`src/rtl/align_stream_ctrl.sv`:
```
// Alignment controller: turns unaligned source words (start offset + byte length)
// into a packed, byte-0-aligned output stream with keep/last, valid/ready both sides.
module align_stream_ctrl #(
  parameter  int DATA_WIDTH = 64,
  parameter  int LEN_WIDTH  = 16,
  localparam int NB         = DATA_WIDTH / 8,
  localparam int OFF_WIDTH  = $clog2(NB)
) (
  input  logic                  clk,
  input  logic                  rst,
  input  logic                  cmd_valid,
  output logic                  cmd_ready,
  input  logic [OFF_WIDTH-1:0]  cmd_offset,
  input  logic [LEN_WIDTH-1:0]  cmd_len,
  input  logic                  in_valid,
  output logic                  in_ready,
  input  logic [DATA_WIDTH-1:0] in_data,
  output logic                  out_valid,
  input  logic                  out_ready,
  output logic [DATA_WIDTH-1:0] out_data,
  output logic [NB-1:0]         out_keep,
  output logic                  out_last,
  output logic                  busy
);

  typedef enum logic [1:0] {IDLE, PRIME, STREAM, DRAIN} state_t;

  localparam logic [LEN_WIDTH-1:0] NB_LEN  = LEN_WIDTH'(NB);
  localparam logic [OFF_WIDTH:0]   NB_N    = (OFF_WIDTH+1)'(NB);
  localparam logic [OFF_WIDTH+1:0] NB_SPAN = (OFF_WIDTH+2)'(NB);

  state_t state, state_next;

  logic [DATA_WIDTH-1:0] hold;
  logic [OFF_WIDTH-1:0]  off;
  logic [LEN_WIDTH-1:0]  in_left, out_left, bytes_left;

  logic                  cmd_accept, out_free, load_out;
  logic                  needs_next, next_fits;
  logic [LEN_WIDTH:0]    cmd_in_span, cmd_out_span;
  logic [LEN_WIDTH-1:0]  bytes_after;
  logic [OFF_WIDTH:0]    cur_n, next_n, inv_off;
  logic [DATA_WIDTH-1:0] stream_word, drain_word, load_word, load_masked;
  logic [NB-1:0]         keep_mask;

  assign cmd_ready  = (state == IDLE);
  assign busy       = (state != IDLE);
  assign cmd_accept = cmd_valid && (cmd_len != '0);
  assign out_free   = !out_valid || out_ready;

  // Word counts for the command: ceil((off+len)/NB) in, ceil(len/NB) out
  assign cmd_in_span  = {1'b0, cmd_len} + (LEN_WIDTH+1)'(cmd_offset) + (LEN_WIDTH+1)'(NB-1);
  assign cmd_out_span = {1'b0, cmd_len} + (LEN_WIDTH+1)'(NB-1);

  assign bytes_after = (bytes_left > NB_LEN) ? (bytes_left - NB_LEN) : '0;
  assign cur_n       = (bytes_left  >= NB_LEN) ? NB_N : bytes_left[OFF_WIDTH:0];
  assign next_n      = (bytes_after >= NB_LEN) ? NB_N : bytes_after[OFF_WIDTH:0];

  // The current output word spills into the next source word when off+n exceeds NB
  assign needs_next = ((OFF_WIDTH+2)'(off) + (OFF_WIDTH+2)'(cur_n))  >  NB_SPAN;
  assign next_fits  = ((OFF_WIDTH+2)'(off) + (OFF_WIDTH+2)'(next_n)) <= NB_SPAN;

  assign inv_off     = NB_N - {1'b0, off};
  assign drain_word  = hold >> {off, 3'b000};
  assign stream_word = drain_word | (in_data << {inv_off, 3'b000});
  assign load_word   = (state == STREAM) ? stream_word : drain_word;

  generate
    for (genvar gi = 0; gi < NB; gi++) begin : g_byte
      assign keep_mask[gi] = (cur_n > (OFF_WIDTH+1)'(gi));
      assign load_masked[gi*8 +: 8] = keep_mask[gi] ? load_word[gi*8 +: 8] : 8'h00;
    end
  endgenerate

  always_ff @(posedge clk or posedge rst) begin
    if (rst) begin
      state <= IDLE;
    end else begin
      state <= state_next;
    end
  end

  always_comb begin
    state_next = state;
    in_ready   = 1'b0;
    load_out   = 1'b0;
    case (state)
      IDLE: begin
        if (cmd_accept) state_next = PRIME;
      end
      PRIME: begin
        in_ready = out_free && (in_left != '0);
        if (in_valid && in_ready) state_next = needs_next ? STREAM : DRAIN;
      end
      STREAM: begin
        in_ready = out_free && (in_left != '0);
        if (in_valid && in_ready) begin
          load_out = 1'b1;
          if ((out_left == LEN_WIDTH'(1)) || next_fits) state_next = DRAIN;
        end
      end
      DRAIN: begin
        if (out_free) begin
          // Hold the final word until it is taken so cmd_ready follows out_last
          if (out_left == '0) begin
            state_next = IDLE;
          end else begin
            load_out = 1'b1;
            if ((off == '0) && (in_left != '0)) state_next = PRIME;
          end
        end
      end
      default: state_next = IDLE;
    endcase
  end

  always_ff @(posedge clk or posedge rst) begin
    if (rst) begin
      hold       <= '0;
      off        <= '0;
      in_left    <= '0;
      out_left   <= '0;
      bytes_left <= '0;
      out_data   <= '0;
      out_keep   <= '0;
      out_last   <= 1'b0;
      out_valid  <= 1'b0;
    end else begin
      if ((state == IDLE) && cmd_accept) begin
        off        <= cmd_offset;
        bytes_left <= cmd_len;
        in_left    <= LEN_WIDTH'(cmd_in_span >> OFF_WIDTH);
        out_left   <= LEN_WIDTH'(cmd_out_span >> OFF_WIDTH);
      end
      if (in_valid && in_ready) begin
        hold    <= in_data;
        in_left <= in_left - LEN_WIDTH'(1);
      end
      if (load_out) begin
        out_data   <= load_masked;
        out_keep   <= keep_mask;
        out_last   <= (out_left == LEN_WIDTH'(1));
        out_valid  <= 1'b1;
        out_left   <= out_left - LEN_WIDTH'(1);
        bytes_left <= bytes_after;
      end else if (out_ready) begin
        out_valid <= 1'b0;
      end
    end
  end

endmodule

```
`config.mk`:
```
export PLATFORM = sky130hd
export DESIGN_NAME = align_stream_ctrl
export DESIGN_NICKNAME = d
export VERILOG_FILES = /design/src/rtl/align_stream_ctrl.sv
export SDC_FILE = /design/constraint.sdc
export NUM_CORES = 1
export LEC_CHECK = 0
export ABC_AREA = 1
export CAP_MARGIN = 5
export CORE_MARGIN = 4
export CORE_UTILIZATION = 40
export CTS_BUF_LIST = sky130_fd_sc_hd__clkbuf_8
export CTS_CLUSTER_SIZE = 14
export DETAILED_ROUTE_END_ITERATION = 8
export PLACE_DENSITY = 0.7
export SLEW_MARGIN = 5
export SYNTH_ARGS = -nofsm -noshare
export SYNTH_HDL_FRONTEND = slang
export SYNTH_SLANG_ARGS = --single-unit
```
`constraint.sdc`:
```
create_clock -name clk -period 14.2 [get_ports clk]
set_input_delay 2.13 -clock clk [delete_from_list [all_inputs] [get_ports clk]]
set_output_delay 2.13 -clock clk [all_outputs]
set_load 0.02 [all_outputs]
```
==> key figures, run 1 <==
Placement
  • DP HPWL: 33750 um
  • Port buffer count: 164
  • Routability cong.: 0.9096

Clock network
  • Total CTS buffers: 17
  • Post-CTS Hold Buffers: 0
  • Root Buffer: clkbuf_8
  • Clk pin slew, worst setup/hold paths: 100 ps
  • Max Buffers Root-to-Sink: 2
  • TritonCTS Sinks: 191
  • Buffer count from post-CTS setup fixing: 0
  • Clock Latency Late Sink: 500 ps
  • H-tree depth: 4
  • CTS tree: built
  • Cts repair resizes: 0

Timing
  • Worst clock skew: 16.72 ps
  • Max-slew headroom: 32.68%
  • Slew Viols, Final: 0
  • Hold Vio Cnt, Final: 0
  • Setup violators final: 0
  • Final period util: 40.48%
  • Worst slew pin tran: 1010 ps
  • Min Tclk post-route: 5748 ps
  • Fmax: 0.1740 GHz
  • Setup TNS: 0 ps
  • Hold_ws: 477.7 ps
  • RSZ-0062 raised after global routing: false

Setup path
  • Maximum fanout along the worst path: 4
  • Crit Path Class: input port to primary output
  • Max stage delay on crit path: 630 ps
  • CP Capture Type: primary output
  • Worst setup SP type: input port
  • Req. time, crit path: 12070 ps
  • Crit path DAT: 3620 ps
  • CP cell instances: clkdlybuf4s50_1, nor2_1, inv_1, nand2_1, nor2_1, clkdlybuf4s50_1
  • Critical path's slowest cell: clkdlybuf4s50_1

Yosys
  • #FFs+latches synth: 191
  • Mean Syn Cell Area: 7.025 um2
  • Post-synth EDFFs: 0
  • Commonest register cell after synthesis: dfrtp_1
  • Syn nets: 1937
  • Number of distinct library cells after synthesis: 57
  • Cell area after synthesis: 12830 um2
  • Top cell type's share of synthesized area: 37.26%
  • Asr flop ratio synth: 100.0%
  • Synth top area cells: dfrtp_1, nand2_1, o21ai_0, inv_1, nor2_1
  • Ys Warns: 0
  • Seq/Total Area, Yosys: 37.26%
  • Gate Count Post-Synth: 1826
  • Area leader, netlist: dfrtp_1

Floorplanning
  • Io pins: 165
  • Die area: 35000 um2
  • Initial Util: 40.55%
  • Core area: 31640 um2
  • Die Span Y: 187.1 um
  • Rows: 65
  • Die width: 187.1 um

Route
  • Detailed Route WL: 46100 um
  • Vias per cell: 5.680
  • Vias after detailed routing: 13275
  • DR WL/cell: 19.72 um
  • Initial DRC count: 1676
  • DRT Pass-1 Iters: 6
  • Final ANT Viol Nets: 0
  • Drt drc: 0

GRT
  • Vias in the first global route: 12168
  • Grt total ovfl: 0
  • All-Layer GR Usage: 25.71%
  • First-pass GRT wire length: 71280 um
  • Initial antenna violation count: 2
  • Largest net degree at the start of global routing: 119

Power and ir drop
  • PD cells: 252.5 nW/um2
  • Switching Fraction: 53.74%
  • Int Pwr: 0.001756 W
  • Sequential share of power: 26.0%
  • Combinational share of power: 64.0%
  • NetSw: 0.002040 W
  • Total design power: 0.003796 W
  • P_leak: 6.737 nW
  • Maximum vdd ir drop: 134.4 uV
  • Clock power frac: 10.0%

Final layout
  • Layout Nets: 2031
  • Layout cells sized above 1: 5.380%
  • Commonest non-fill, non-tap cell in the layout: nand2_1
  • Commonest cells after routing, fill and taps aside: nand2_1, o21ai_0, dfrtp_1, clkdlybuf4s50_1, inv_1
  • Area grow syn2layout: 17.18%
  • Fin util: 47.51%

Run status
  • Status: finished, final reports clean

Run
  • Max-Cap Viols: 0

Min path
  • Hold crit path type: flip-flop to flip-flop
-- power by group through the flow --
stage	sequential (W)	combinational [W]	clock [W]
3_3_place_gp	0.000987	0.00234	0
5_1_grt	0.00102	0.00265	0.000412
6_report	0.000987	0.00243	0.000381
4_1_cts	0.000984	0.00238	0.000387
2_1_floorplan	0.00105	0.00151	0
3_5_place_dp	0.000995	0.00238	0
-- final timing paths --
check                             from            to  slack (ps)  cells after the start
min in group asynchronous          rst    in_left[4]        2190                      2
max in group asynchronous          rst  out_data[43]       10430                      3
hold / removal             out_keep[0]   out_keep[0]         480                      2
setup reg to reg                off[1]  out_data[56]        9670                     11
hold reg to reg            out_keep[0]   out_keep[0]         480                      2
setup / recovery             out_ready      in_ready        8450                      6
-- synth_stat cells, types with 11 or more instances --
| library cell | count |
|---|---|
| buf_2 | 41 |
| ha_1 | 21 |
| xor2_1 | 18 |
| mux2i_1 | 23 |
| o211ai_1 | 31 |
| nor2_2 | 11 |
| o21ai_0 | 283 |
| a221oi_1 | 31 |
| clkbuf_1 | 48 |
| nand2_1 | 542 |
| a21oi_1 | 63 |
| nand3_1 | 83 |
| inv_1 | 159 |
| a22oi_1 | 12 |
| dfrtp_1 | 191 |
| nor3_1 | 22 |
| nor2_1 | 117 |
-- worst max-delay path: cells and delay by family --
kind,cells,cell delay [ps]
buf+inv,3,1200
simple gates,3,290
-- stage by stage --
stage	area, um2	instances	setup slack (ps)
floorplan	12830	1826	6871
global placement	14630	2303	8444
detailed placement	14630	2303	8450
CTS	15030	2335	8441
global route	15030	2336	8358
finish	15030	2337	8452
-- logic make-up after synthesis --
group / after synthesis / synth area share (%)
AND/OR/NAND/NOR: 817 / 26.43
AO/OA/AOI/OAI: 476 / 21.79
flip-flops: 191 / 37.26
XOR/XNOR: 25 / 1.707
adder cells (fa/ha/maj): 23 / 2.360
buffers and inverters: 271 / 8.661
multiplexers: 23 / 1.795
-- area by class of cell --
type,count,area (um2)
Sequential cell,191,4783
Antenna cell,2,5.005
Multi-Input combinational cell,1364,6953
Tap cell,402,503.0
Fill cell,3224,16600
Timing Repair Buffer,179,1754
Clock buffer,19,261.5
Inverter,167,635.6
Clock inverter,13,136.4
-- state kept, by name (all words and copies together), names as in the netlist --
register	count
hold	64
out_data	64
bytes_left	16
in_left	16
out_left	16
out_keep	8
off	3
state	2
out_last	1
out_valid	1
-- metal layers --
| layer | wire, um | part of all wire, % | vias up | track usage (%) |
|---|---|---|---|---|
| li1 | - | - | 6263 | - |
| met1 | 20040 | 43 | 6316 | 37.08 |
| met2 | 20390 | 44 | 626 | 38.95 |
| met3 | 4457 | 9.7 | 70 | 5.263 |
| met4 | 1202 | 2.6 | 0 | 7.964 |
| met5 | 0 | 0 | - | 0 |
(Power assumes the default switching activity.)
==> run 2, diff against run 1 <==
==> constraint.sdc (replaced) <==
create_clock -name clk -period 5.77 [get_ports clk]
set_input_delay 0.8655 -clock clk [delete_from_list [all_inputs] [get_ports clk]]
set_output_delay 0.8655 -clock clk [all_outputs]
set_load 0.02 [all_outputs]
==> run 2 against run 1 <==
  * Final cell count about the same
  * Clock-buffer cell count stayed put
  * Final area grew 0.15%
  * Sequential cell count did not move
  * Highest routed layer is now met5
==> key figures, run 2 (synthesis results as in run 1) <==
Setup path
  • Critical path's slowest cell: clkinv_2
  • Critical R2R Capture: out_data[63]
  • Crit path capture: out_data[63]
  • CP cell instances: inv_1, ha_1, nand2_2, nor2_4, nand3_2, nor2_4, nand2_1, nand3_2, inv_2, nand2_2, nand2_4, clkinv_2, buf_4, nor2_2, inv_1, o21ai_0
  • Crit Path Class: flip-flop to flip-flop
  • Req. time, crit path: 6200 ps (-5870 ps)
  • Worst setup SP type: flip-flop
  • R2r worst-path depth: 16 (+5)
  • CP Capture Type: flip-flop
  • Crit path DAT: 4250 ps (+630 ps)
  • Setup crit start: in_left[0]
  • R2R setup slack: 1950 ps (-7720 ps)
  • Maximum fanout along the worst path: 61 (+57)
  • Max stage delay on crit path: 760 ps (+130 ps)
  • FF-to-FF Start: in_left[0]

Timing
  • RSZ-0062 raised after global routing: false
  • Setup violators final: 0 (unchanged)
  • Worst slew pin tran: 1007 ps (-2.543 ps)
  • Setup TNS: 0 ps (unchanged)
  • Worst clock skew: 21.20 ps (+4.478 ps)
  • Max-slew headroom: 32.85% (+0.17 points)
  • Final period util: 66.23%
  • Hold Vio Cnt, Final: 0 (unchanged)
  • Min Tclk post-route: 3822 ps
  • Fmax: 0.2617 GHz
  • Slew Viols, Final: 0 (unchanged)

Route
  • Vias after detailed routing: 13494 (+1.6%)
  • Detailed Route WL: 47650 um (+3.4%)
  • Vias per cell: 5.769 (+1.6%)
  • DRT Pass-1 Iters: 5 (-1)
  • Drt drc: 0 (unchanged)
  • Final ANT Viol Nets: 0 (unchanged)
  • DR WL/cell: 20.37 um (+3.3%)
  • Initial DRC count: 1687 (+0.66%)

Floorplanning
  • Die Span Y: 187.1 um (unchanged)
  • Die width: 187.1 um (unchanged)
  • Rows: 65 (unchanged)
  • Die area: 35000 um2 (unchanged)
  • Io pins: 165 (unchanged)
  • Core area: 31640 um2 (unchanged)
  • Initial Util: 40.55% (unchanged)

Clock network
  • TritonCTS Sinks: 191 (unchanged)
  • Max Buffers Root-to-Sink: 2 (unchanged)
  • Root Buffer: clkbuf_8
  • Buffer count from post-CTS setup fixing: 0 (unchanged)
  • H-tree depth: 4 (unchanged)
  • Cts repair resizes: 0 (unchanged)
  • Total CTS buffers: 17 (unchanged)
  • CTS tree: built
  • Post-CTS Hold Buffers: 0 (unchanged)
  • Clock Latency Late Sink: 500 ps (about the same)
  • Clk pin slew, worst setup/hold paths: 110 ps (about the same)

Final layout
  • Area grow syn2layout: 17.35%
  • Multi-input logic area: 6950 um2 (about the same)
  • Layout cells sized above 1: 5.527% (+0.15 points)
  • Layout Nets: 2034 (+0.15%)
  • Seq. cell area: 4783 um2 (unchanged)
  • Regs by FF count: hold x64, out_data x64
  • Commonest cells after routing, fill and taps aside: nand2_1, o21ai_0, dfrtp_1, clkdlybuf4s50_1, inv_1
  • Fill cell count: 3195 (-0.90%)
  • Commonest non-fill, non-tap cell in the layout: nand2_1
  • Fin util: 47.59% (+0.071 points)

Power and ir drop
  • Total design power: 0.009451 W (+150%)
  • P_leak: 6.745 nW (+0.12%)
  • PD cells: 627.8 nW/um2 (+150%)
  • Maximum vdd ir drop: 302.1 uV (+120%)

Run
  • Max-Cap Viols: 0 (unchanged)

Min path
  • Hold crit path type: flip-flop to flip-flop

GRT
  • All-Layer GR Usage: 26.56% (+0.85 points)
  • First-pass GRT wire length: 73280 um (+2.8%)
  • Grt total ovfl: 0 (unchanged)
  • Vias in the first global route: 12436 (+2.2%)
  • Largest net degree at the start of global routing: 176 (+48%)
  • Initial antenna violation count: 7 (+5)

Placement
  • Port buffer count: 164 (unchanged)
  • Routability cong.: 0.9418 (+3.5%)
  • DP HPWL: 35310 um (+4.6%)

Run status
  • Status: finished, final reports clean
## run 2: where the power goes
group	switching, W	internal (W)	leakage [nW]
Sequential	0.000475	0.00197	2.38
Combinational	0.00414	0.00196	4.16
Clock	0.000535	0.000374	0.202
Total	0.00515	0.00431	6.74
## run 2: stage by stage
stage	cells	setup WS (ps)	hold WS [ps]	instance area [um2]
4_1_cts	2338	1986	483.3	15050
6_report	2339	1948	480.3	15050
2_1_floorplan	1826	2442	442.2	12830
3_3_place_gp	2306	1723	456.5	14660
3_5_place_dp	2306	1678	459.2	14660
5_1_grt	2338	1614	512.0	15050
## run 2: worst min-delay path by stage
stage / start / endpoint / slack (ps) / cells past startpoint
detailed placement: hold[5] / hold[5] / 460 / 2
global route: hold[5] / hold[5] / 510 / 2
finish: hold[5] / hold[5] / 480 / 2
CTS: hold[5] / hold[5] / 480 / 2
global placement: hold[5] / hold[5] / 460 / 2
floorplan: hold[5] / hold[5] / 440 / 2
## run 2: layout make-up
class	instances	area share (%)
timing repair buffer	182	11.89
clock buffer	19	1.737
sequential	191	31.77
antenna	1	0.01662
tap	402	3.341
clock inverter	13	0.8810
inverter	167	4.197
multi-input combinational	1364	46.17
## run 2: routing by layer
| metal | routed length (um) | track usage [%] | vias to the layer above |
|---|---|---|---|
| li1 | - | - | 6272 |
| met1 | 20260 | 37.13 | 6425 |
| met2 | 20820 | 40.74 | 671 |
| met3 | 4677 | 5.524 | 118 |
| met4 | 1829 | 9.869 | 8 |
| met5 | 60 | 0 | - |
## run 2: critical path, delay by kind of cell (launching register included)
kind | cells | cell delay, ps
flip-flops | 1 | 360
AO/OA/AOI/OAI | 1 | 170
buffers and inverters | 5 | 1690
AND/OR/NAND/NOR | 9 | 1220
adder cells (fa/ha/maj) | 1 | 260
